===== config.mk =====
export PLATFORM = sky130hd
export DESIGN_NAME = mask_encoder_seq
export DESIGN_NICKNAME = d
export VERILOG_FILES = /design/src/rtl/mask_encoder_seq.sv
export SDC_FILE = /design/constraint.sdc
export NUM_CORES = 1
export LEC_CHECK = 0
export BUFFER_PORTS_ARGS = -buffer_cell sky130_fd_sc_hd__buf_4
export CAP_MARGIN = 15
export CORE_UTILIZATION = 52
export CTS_BUF_LIST = sky130_fd_sc_hd__clkbuf_8
export CTS_CLUSTER_SIZE = 8
export DETAILED_ROUTE_END_ITERATION = 7
export PLACE_DENSITY_LB_ADDON = 0.3
export SYNTH_ARGS = -nofsm -noshare
export SYNTH_HDL_FRONTEND = slang
export SYNTH_SLANG_ARGS = --single-unit

===== constraint.sdc =====
create_clock -name clock -period 2.95 [get_ports clock]
set_input_delay 0.59 -clock clock [delete_from_list [all_inputs] [get_ports clock]]
set_output_delay 0.59 -clock clock [all_outputs]
set_load 0.1 [all_outputs]

===== src/rtl/mask_encoder_seq.sv =====
`default_nettype none
// ============================================================================
// Module   : mask_encoder_seq
// Brief    : Walks a 2^N-bit multi-hot mask and emits the index of each set
//            bit, one per output handshake. Define MASK_ENC_MSB_FIRST_EN to
//            emit the highest set bit first instead of the lowest.
// Revision : 1.0 - initial release
// ============================================================================
module mask_encoder_seq #(
    parameter int N = 5
) (
    input  logic                  clock,
    input  logic                  reset_n,
    input  logic                  in_valid,
    output logic                  in_ready,
    input  logic [(1 << N)-1:0]   in_mask,
    output logic                  out_valid,
    input  logic                  out_ready,
    output logic [N-1:0]          out_idx,
    output logic                  out_last,
    output logic                  busy
);

    localparam int                  c_width   = 1 << N;
    localparam logic [c_width-1:0]  c_one     = c_width'(1);
    localparam logic [0:0]          c_st_idle = 1'b0;
    localparam logic [0:0]          c_st_scan = 1'b1;

    logic [0:0]          r_state;
    logic [c_width-1:0]  r_rem;
    logic [N-1:0]        w_idx;
    logic                w_last;
    logic [c_width-1:0]  w_clear;

    // The last match in the loop wins, so loop direction sets scan order.
    always_comb begin
        w_idx = '0;
`ifdef MASK_ENC_MSB_FIRST_EN
        for (int i = 0; i < c_width; i++) begin
            if (r_rem[i]) w_idx = N'(i);
        end
`else
        for (int i = c_width - 1; i >= 0; i--) begin
            if (r_rem[i]) w_idx = N'(i);
        end
`endif
    end

    always_comb begin
        w_clear        = '0;
        w_clear[w_idx] = 1'b1;
    end

    // Exactly one bit remaining: non-zero and clearing the lowest bit empties it.
    assign w_last = (r_rem != '0) && ((r_rem & (r_rem - c_one)) == '0);

    always_ff @(posedge clock or negedge reset_n) begin
        if (!reset_n) begin
            r_state <= c_st_idle;
            r_rem   <= '0;
        end else begin
            case (r_state)
                c_st_idle: begin
                    // An all-zero mask is consumed without leaving IDLE.
                    if (in_valid && (in_mask != '0)) begin
                        r_rem   <= in_mask;
                        r_state <= c_st_scan;
                    end
                end
                c_st_scan: begin
                    if (out_ready) begin
                        r_rem <= r_rem & ~w_clear;
                        if (w_last) r_state <= c_st_idle;
                    end
                end
                default: begin
                    r_state <= c_st_idle;
                    r_rem   <= '0;
                end
            endcase
        end
    end

    assign in_ready  = (r_state == c_st_idle);
    assign out_valid = (r_state == c_st_scan);
    assign busy      = (r_state == c_st_scan);
    assign out_idx   = w_idx;
    assign out_last  = w_last;

endmodule
`default_nettype wire


* Word level (Yosys, flattened, before mapping)
Index checks and enable logic that the tools add are counted.
Widths: inputs -> output; s select.
** Cells by class
- Add/subtract/negate cells :: 1
- Order comparisons :: 2
- Eq/ne operators :: 2
- Muxes and demuxes :: 41
- Bitwise operators :: 4
- Reductions and logical operators :: 7
** Operators with widths (number)
- $mux 5 :: 32
- $and 32x32->32 :: 2
- $mux 32 :: 2
- $pmux 32 s2 :: 1
- $reduce_bool 32->1 :: 2
- $logic_not 32->1 :: 1
- $not 32->32 :: 1
- $sub 32x1->32 const B :: 1
- $lt 5x6->1 const B :: 1
- $demux 1 s5 :: 1
- $ge 5x1->1 const B :: 1
- $mux 1 :: 4
- $logic_and 1x1->1 :: 3
- $ne 2x1->1 const B :: 1
- $ne 2x2->1 const B :: 1
- $pmux 1 s2 :: 1
- $reduce_and 2->1 :: 1
- $not 1->1 :: 1
** Storage, ports and cells
- Flip-flop bits (word level) :: 33
- Input port bits :: 36
- Output and inout port bits :: 9
- Word-level logic and storage cells :: 59

* Logic depth before layout (Yosys ltp)
Gate-level depths: netlist (run 1).
- Depth in word-level cells :: 40
- Mapped depth :: 9
- Gate-level depth less buffers :: 8

* Worst setup path before layout (run 1)
Ideal clock, no wire load.
- Path kind :: reg-to-output
- Start :: reg r_rem[4]
- End :: out out_last
- Arrival :: 4.258 ns
- Data required time :: 2.360 ns
- Setup slack :: -1.898 ns
- Stages on the path, launching flop included :: 9
- Buffers on the path :: 1
- Cell sequence :: dfrtp_1 buf_6 or4_4 nand2b_4 or3_4 o41ai_2 nand4_1 or3_1 nor3_1
** On the way
- Cells in the longest elaborated chain, start to end :: 4
- Elaborated cells on any way between the ends :: 5
- Those cells by class :: add/sub (1); bitwise (1); reduce/logical (3)
** RTL lines
- start, declared :: RTL line 30 : logic [c_width-1:0] r_rem;
- start signal, assigned :: RTL line 66 : r_rem <= in_mask;
- start signal, assigned :: RTL line 72 : r_rem <= r_rem & ~w_clear;
- $sub 32x1->32 :: RTL line 55 : assign w_last = (r_rem != '0) && ((r_rem & (r_rem - c_one)) == '0);
- $and 32x32->32 :: RTL line 55
- $logic_not 32->1 :: RTL line 55
- $logic_and 1x1->1 (*) :: RTL line 55
- end, declared :: RTL line 20 : output logic out_last,
Every way passes the cells marked *; elsewhere a longest branch is shown, timed or not.

* Worst setup path in the final report (run 1)
- Start :: reg r_rem[8]
- End :: out out_last
Same word-level chain as after synthesis.

==> flow_metrics.env, run 1 <==
export IMPL_status="finished, violations left"
export IMPL_violations="design-rule violations, negative setup slack"
export IMPL_clockPowerShare=0.145
export IMPL_p_leak_nw=1.42
export IMPL_cts_root_buf="clkbuf_8"
export IMPL_maxCapViolations=0
export IMPL_ant_nets=0
export IMPL_overflow=0
export IMPL_fmaxAchievable_ghz=0.284
export IMPL_r2r_cells=7
export IMPL_drc_errors=2
export IMPL_synth_area_um2=2490
export IMPL_drive_gt1_frac=0.343
export IMPL_syn_avg_cell_area_um2=8.15
export IMPL_yosysWarnings=0
export IMPL_io_pins=45
export IMPL_ys_seq_elements=33
export IMPL_synth_top_family_by_area="simple AND/OR/NAND/NOR gates"
export IMPL_drt_iter0_drc=436
export IMPL_p_int_mw=1.55
export IMPL_relSlewSlack=0.623
export IMPL_tightestPinTransition_ns=0.561
export IMPL_p_comb_frac=0.613
export IMPL_critPathRequiredTime_ns=2.36
export IMPL_ys_seq_area_frac=0.331
export IMPL_crit_path_top_delay_cell="or4_4"
export IMPL_postLayoutCoreUtil=0.770
export IMPL_yosys_area_share_adder=0.00803
export IMPL_synth_edff_count=0
export IMPL_synth_xor_area_frac=0
export IMPL_cp_end_kind="primary output"
export IMPL_viasPerCell=6.96
export IMPL_arrival_ns=2.93
export IMPL_fillCellCount=308
export IMPL_dr_total_vias=3084
export IMPL_async_flop_share=1.00
export IMPL_synth_net_count=342
export IMPL_power_density_nw_per_um2=878
export IMPL_cp_slowest_stage_delay_ns=0.59
export IMPL_hp_class="primary input to async pin"
export IMPL_gp_congestion=0.982
export IMPL_r2r_start="r_rem[8]$_DFFE_PN0P_"
export IMPL_setup_viol=1
export IMPL_timing_final_crit_share=1.19
export IMPL_dpl_hpwl_um=7150
export IMPL_grt_max_degree=34
export IMPL_wirelength_um=9660
export IMPL_htree_num_levels=2
export IMPL_syn_inst=306
export IMPL_ctsHoldBuffers=0
export IMPL_finClkSkew_ns=0.00884
export IMPL_ys_flop_type="dfrtp_1"
export IMPL_ctsLongestPathBuffers=2
export IMPL_vdd_drop_max_uv=629
export IMPL_portBuffers=44
export IMPL_worstReg2RegEnd="busy$_DFF_PN0_"
export IMPL_maxSlewViolCount=0
export IMPL_wl_per_cell_um=21.8
export IMPL_p_sw_mw=1.47
export IMPL_worstSetupPathType="register to primary output"
export IMPL_die_area_um2=5080
export IMPL_initial_core_util=0.557
export IMPL_rsz0062_at_grt="true"
export IMPL_synth_mux_area_frac=0.0803
export IMPL_die_w_um=71.3
export IMPL_r2r_slack_ns=0.16
export IMPL_grt_pass1_wl_um=14800
export IMPL_drtPass1Iterations=7
export IMPL_num_antenna_cells=0
export IMPL_fin_nets=426
export IMPL_critPathLaunchType="register"
export IMPL_track_usage=0.391
export IMPL_switching_share=0.486
export IMPL_area_growth_pct=38.2
export IMPL_path_cells="or4_4, nor4_4, nand2_2, nor3_2, o2111ai_1, or3_4, nor3_4, buf_12"
export IMPL_clk_pin_slew_worst_paths_ns=0.08
export IMPL_clock_sinks=33
export IMPL_grt_pass1_vias=2867
export IMPL_dpl_worst_slack_ns=-0.361
export IMPL_row_count=24
export IMPL_clk_latency_ns=0.30
export IMPL_synthSimpleGateAreaFrac=0.283
export IMPL_synth_compound_area_frac=0.246
export IMPL_critPathMaxFanout=4
export IMPL_antenna_found_initial=0
export IMPL_hold_violations=0
export IMPL_setup_ws_ns=-0.571
export IMPL_die_h_um=71.3
export IMPL_fin_crit_ns=3.52
export IMPL_power_frac_seq=0.241
export IMPL_synth_cell_type_count=59
export IMPL_cts_tree="done"
export IMPL_numCtsBuffers=5
export IMPL_core_um2=4470
state kept, by name (all words and copies together), names as in the netlist:
register / cells
busy: 1
r_rem: 32
how the worst max path moves through the flow:
stage / start / to / cells after the start
after global routing: r_rem[8]$_DFFE_PN0P_ / out_last / 8
after detailed placement: r_rem[3]$_DFFE_PN0P_ / out_last / 8
after floorplan: r_rem[6]$_DFFE_PN0P_ / out_last / 7
after global placement: r_rem[3]$_DFFE_PN0P_ / out_last / 8
after CTS: r_rem[5]$_DFFE_PN0P_ / out_last / 8
final: r_rem[8]$_DFFE_PN0P_ / out_last / 8
metrics by stage:
stage,hold WS [ns],power (mW),TNS [ns],instance area (µm²),std cells
6_report,0.227,3.02,-0.571,3450,443
5_1_grt,0.262,3.13,-0.655,3450,443
4_1_cts,0.234,2.91,-0.528,3410,443
3_5_place_dp,0.554,2.36,-0.361,3210,433
3_3_place_gp,0.549,2.33,-0.309,3210,433
2_1_floorplan,0.294,1.69,-1.54,2530,306
cells by family (layout without fill, tap and decap cells):
group	count (synthesis)	in the layout
AOI/OAI and AO/OA	92	92
adders and majority gates	2	2
buffers and inverters	28	113
DFF	33	33
muxes	20	20
and+or+nand+nor	131	131
synth_stat cells (all sizes together) (2+ instances only):
library cell	count	area, µm²
nand4	3	18.8
nand3	2	10.0
a211oi	2	15.0
o31a	2	17.5
or4	5	42.5
o21ai	24	120
clkbuf	15	56.3
a221o	3	30.0
a21boi	3	22.5
nand2	31	121
a21oi	19	95.1
nand2b	3	26.3
nor2b	5	31.3
o2111ai	2	17.5
or3	5	37.5
mux2i	20	200
a31oi	12	75.1
inv	6	22.5
nor4	26	178
nor2	28	115
o41ai	4	42.6
and3	4	25.0
and2	2	12.5
dfrtp	33	826
o31ai	2	15.0
maj3	2	20.0
nor3	16	80.1
o311ai	3	26.3
buf	6	45.0
worst max-delay path, delay by kind of cell, from the launching register on:
family / cells / cell delay [ns]
simple gates: 6 / 1.91
flops: 1 / 0.38
buf+inv: 1 / 0.20
compound gates: 1 / 0.15
final cells by class:
cell class	instances	area (µm²)	area share
Clock buffer	5	68.8	0.0200
Clock inverter	3	46.3	0.0134
Inverter	7	31.3	0.00908
Multi-Input combinational cell	245	1640	0.477
Sequential cell	33	827	0.240
Tap cell	52	65.1	0.0189
Timing Repair Buffer	98	764	0.222
power by group through the flow:
stage               Clock, mW  Combinational (mW)  Sequential, mW
global placement            0                1.63           0.706
floorplan                   0               0.963           0.729
CTS                     0.443                1.76           0.709
finish                  0.440                1.85           0.730
global route            0.457                1.94           0.732
detailed placement          0                1.64           0.715
routing by layer:
layer | wire length (µm) | share of wire | GRT usage
met5 | 0 | 0 | 0
met4 | 429 | 0.044 | 0.187
met3 | 1200 | 0.12 | 0.0886
met2 | 4270 | 0.44 | 0.578
met1 | 3770 | 0.39 | 0.547
cells in the final DEF, fill, tap and decap left out, types with 3 or more instances in the layout:
| cell | n |
|---|---|
| buf_4 | 95 |
| dfrtp_1 | 32 |
| nand2_1 | 29 |
| nor2_1 | 26 |
| nor4_1 | 24 |
| o21ai_0 | 22 |
| mux2i_1 | 20 |
| a21oi_1 | 19 |
| nor3_1 | 13 |
| a31oi_1 | 11 |
| or4_4 | 5 |
| inv_1 | 5 |
| nor2b_1 | 5 |
| clkbuf_8 | 5 |
| and3_1 | 4 |
| or3_4 | 3 |
| a221o_1 | 3 |
| a21boi_0 | 3 |
| nand4_1 | 3 |
| o311ai_0 | 3 |
repair_timing:
action                     4_1_cts  5_1_grt
setup buffers                    2        1
gates resized for setup         16        8
setup endpoints to repair        2        6
hold endpoints to repair         0        0
pin swaps                        5        6
Note: power is estimated with default switching activity, not from simulation.
==> inputs of run 2 (changes only) <==
- CAP_MARGIN: 15 -> 30
- CORE_UTILIZATION: 52 -> 57
- clock period: 2.95 -> 4 ns (I/O delays scaled with it)
==> flow_metrics.env, run 2 (synthesized netlist as in run 1, its figures left out) <==
export IMPL_dp_cells=390
export IMPL_clk_latency_ns=0.29
export IMPL_ctsLongestPathBuffers=2
export IMPL_wirelength_um=8600
export IMPL_cp_slowest_stage_delay_ns=0.60
export IMPL_drt_iter0_drc=495
export IMPL_dpl_hpwl_um=6290
export IMPL_layout_common_cells="buf_4 (54), dfrtp_1 (32), nand2_1 (29)"
export IMPL_dpl_cell_area_um2=2880
export IMPL_critPathMaxFanout=10
export IMPL_vdd_drop_max_uv=597
export IMPL_die_h_um=68.1
export IMPL_drc_errors=0
export IMPL_cts_root_buf="clkbuf_8"
export IMPL_path_cells="or4_4, nand2b_4, or3_4, o41ai_2, nand4_1, or3_1, nor3_2, buf_6"
export IMPL_worstSetupPathType="register to primary output"
export IMPL_viasPerCell=7.34
export IMPL_largest_register="r_rem"
export IMPL_crit_path_top_delay_cell="or4_4"
export IMPL_initial_core_util=0.610
export IMPL_die_area_um2=4640
export IMPL_numCtsBuffers=5
export IMPL_largest_register_ffs=32
export IMPL_maxCapViolations=0
export IMPL_fin_crit_ns=3.85
export IMPL_hp_class="primary input to async pin"
export IMPL_row_count=23
export IMPL_status="finished clean"
export IMPL_maxSlewViolCount=0
export IMPL_tightestPinTransition_ns=0.939
export IMPL_final_area_um2=3020
export IMPL_stdcell_count=398
export IMPL_critPathRequiredTime_ns=3.20
export IMPL_rsz0062_at_grt="false"
export IMPL_die_w_um=68.1
export IMPL_multi_input_area_um2=1570
export IMPL_core_um2=4090
export IMPL_drive_gt1_frac=0.233
export IMPL_htree_num_levels=2
export IMPL_cp_end_kind="primary output"
export IMPL_relSlewSlack=0.369
export IMPL_timing_final_crit_share=0.961
export IMPL_portBuffers=44
export IMPL_overflow=0
export IMPL_grt_pass1_vias=2563
export IMPL_arrival_ns=3.05
export IMPL_finClkSkew_ns=0.00598
export IMPL_path_buf_inv=1
export IMPL_area_growth_pct=21.0
export IMPL_ctsHoldBuffers=0
export IMPL_setup_viol=0
export IMPL_fin_nets=383
export IMPL_cts_tree="done"
export IMPL_grt_max_degree=34
export IMPL_antenna_found_initial=0
export IMPL_fmaxAchievable_ghz=0.260
export IMPL_track_usage=0.401
export IMPL_hold_slack_ns=0.445
export IMPL_num_antenna_cells=0
export IMPL_io_pins=45
export IMPL_path_delay_family="simple AND/OR/NAND/NOR gates"
export IMPL_dr_total_vias=2920
export IMPL_drtPass1Iterations=5
export IMPL_power_density_nw_per_um2=641
export IMPL_gp_congestion=1.03
export IMPL_fillCellCount=299
export IMPL_ant_nets=0
export IMPL_register_area_um2=827
export IMPL_hold_violations=0
export IMPL_final_common_cell="buf_4"
export IMPL_p_leak_nw=1.18
export IMPL_clock_sinks=33
export IMPL_clk_pin_slew_worst_paths_ns=0.08
export IMPL_wl_per_cell_um=21.6
export IMPL_grt_pass1_wl_um=13300
export IMPL_critPathLaunchType="register"
-- run 2: report_power, final --
part	internal [mW]	switching (mW)	total, mW
clock network	0.187	0.143	0.329
logic	0.316	0.651	0.967
registers	0.432	0.206	0.638
total	0.934	1.00	1.93
-- run 2: path summary, 6_finish.rpt --
path / from / endpoint / slack, ns / cells after the start
worst max-delay path: r_rem[4]$_DFFE_PN0P_ / out_last / 0.15 / 8
worst min-delay path: reset_n / r_rem[26]$_DFFE_PN0P_ / 0.44 / 1
worst max register to register: r_rem[26]$_DFFE_PN0P_ / r_rem[28]$_DFFE_PN0P_ / 1.01 / 7
worst min register to register: r_rem[2]$_DFFE_PN0P_ / r_rem[2]$_DFFE_PN0P_ / 0.66 / 1
max in group asynchronous: reset_n / r_rem[4]$_DFFE_PN0P_ / 3.22 / 1
min in group clock: r_rem[2]$_DFFE_PN0P_ / r_rem[2]$_DFFE_PN0P_ / 0.66 / 1
-- run 2: final cells by class --
cell class / count / share of cell area
Tap cell: 50 / 0.0207
Clock inverter: 3 / 0.0153
Clock buffer: 5 / 0.0228
Inverter: 7 / 0.00871
Timing Repair Buffer: 55 / 0.138
Sequential cell: 33 / 0.274
Multi-Input combinational cell: 245 / 0.520
-- run 2: metrics by stage --
step / setup slack (ns) / power (mW) / TNS [ns] / utilization
final: 0.155 / 1.93 / 0 / 0.739
after global routing: 0.0252 / 2.01 / 0 / 0.739
after CTS: 0.0506 / 1.88 / 0 / 0.732
after detailed placement: 0.381 / 1.54 / 0 / 0.704
after global placement: 0.423 / 1.53 / 0 / 0.704
after floorplan: -0.205 / 1.23 / -0.205 / -
-- run 2: repair_timing --
| item | in CTS | in global routing |
|---|---|---|
| setup endpoints to repair | 0 | 1 |
| setup buffers | 0 | 0 |
| gates resized for setup | 0 | 6 |
-- run 2: per-layer routing --
layer	GRT usage	share of wire
met3	0.0900	0.13
met4	0.177	0.032
met5	0	0
met2	0.577	0.44
met1	0.567	0.40
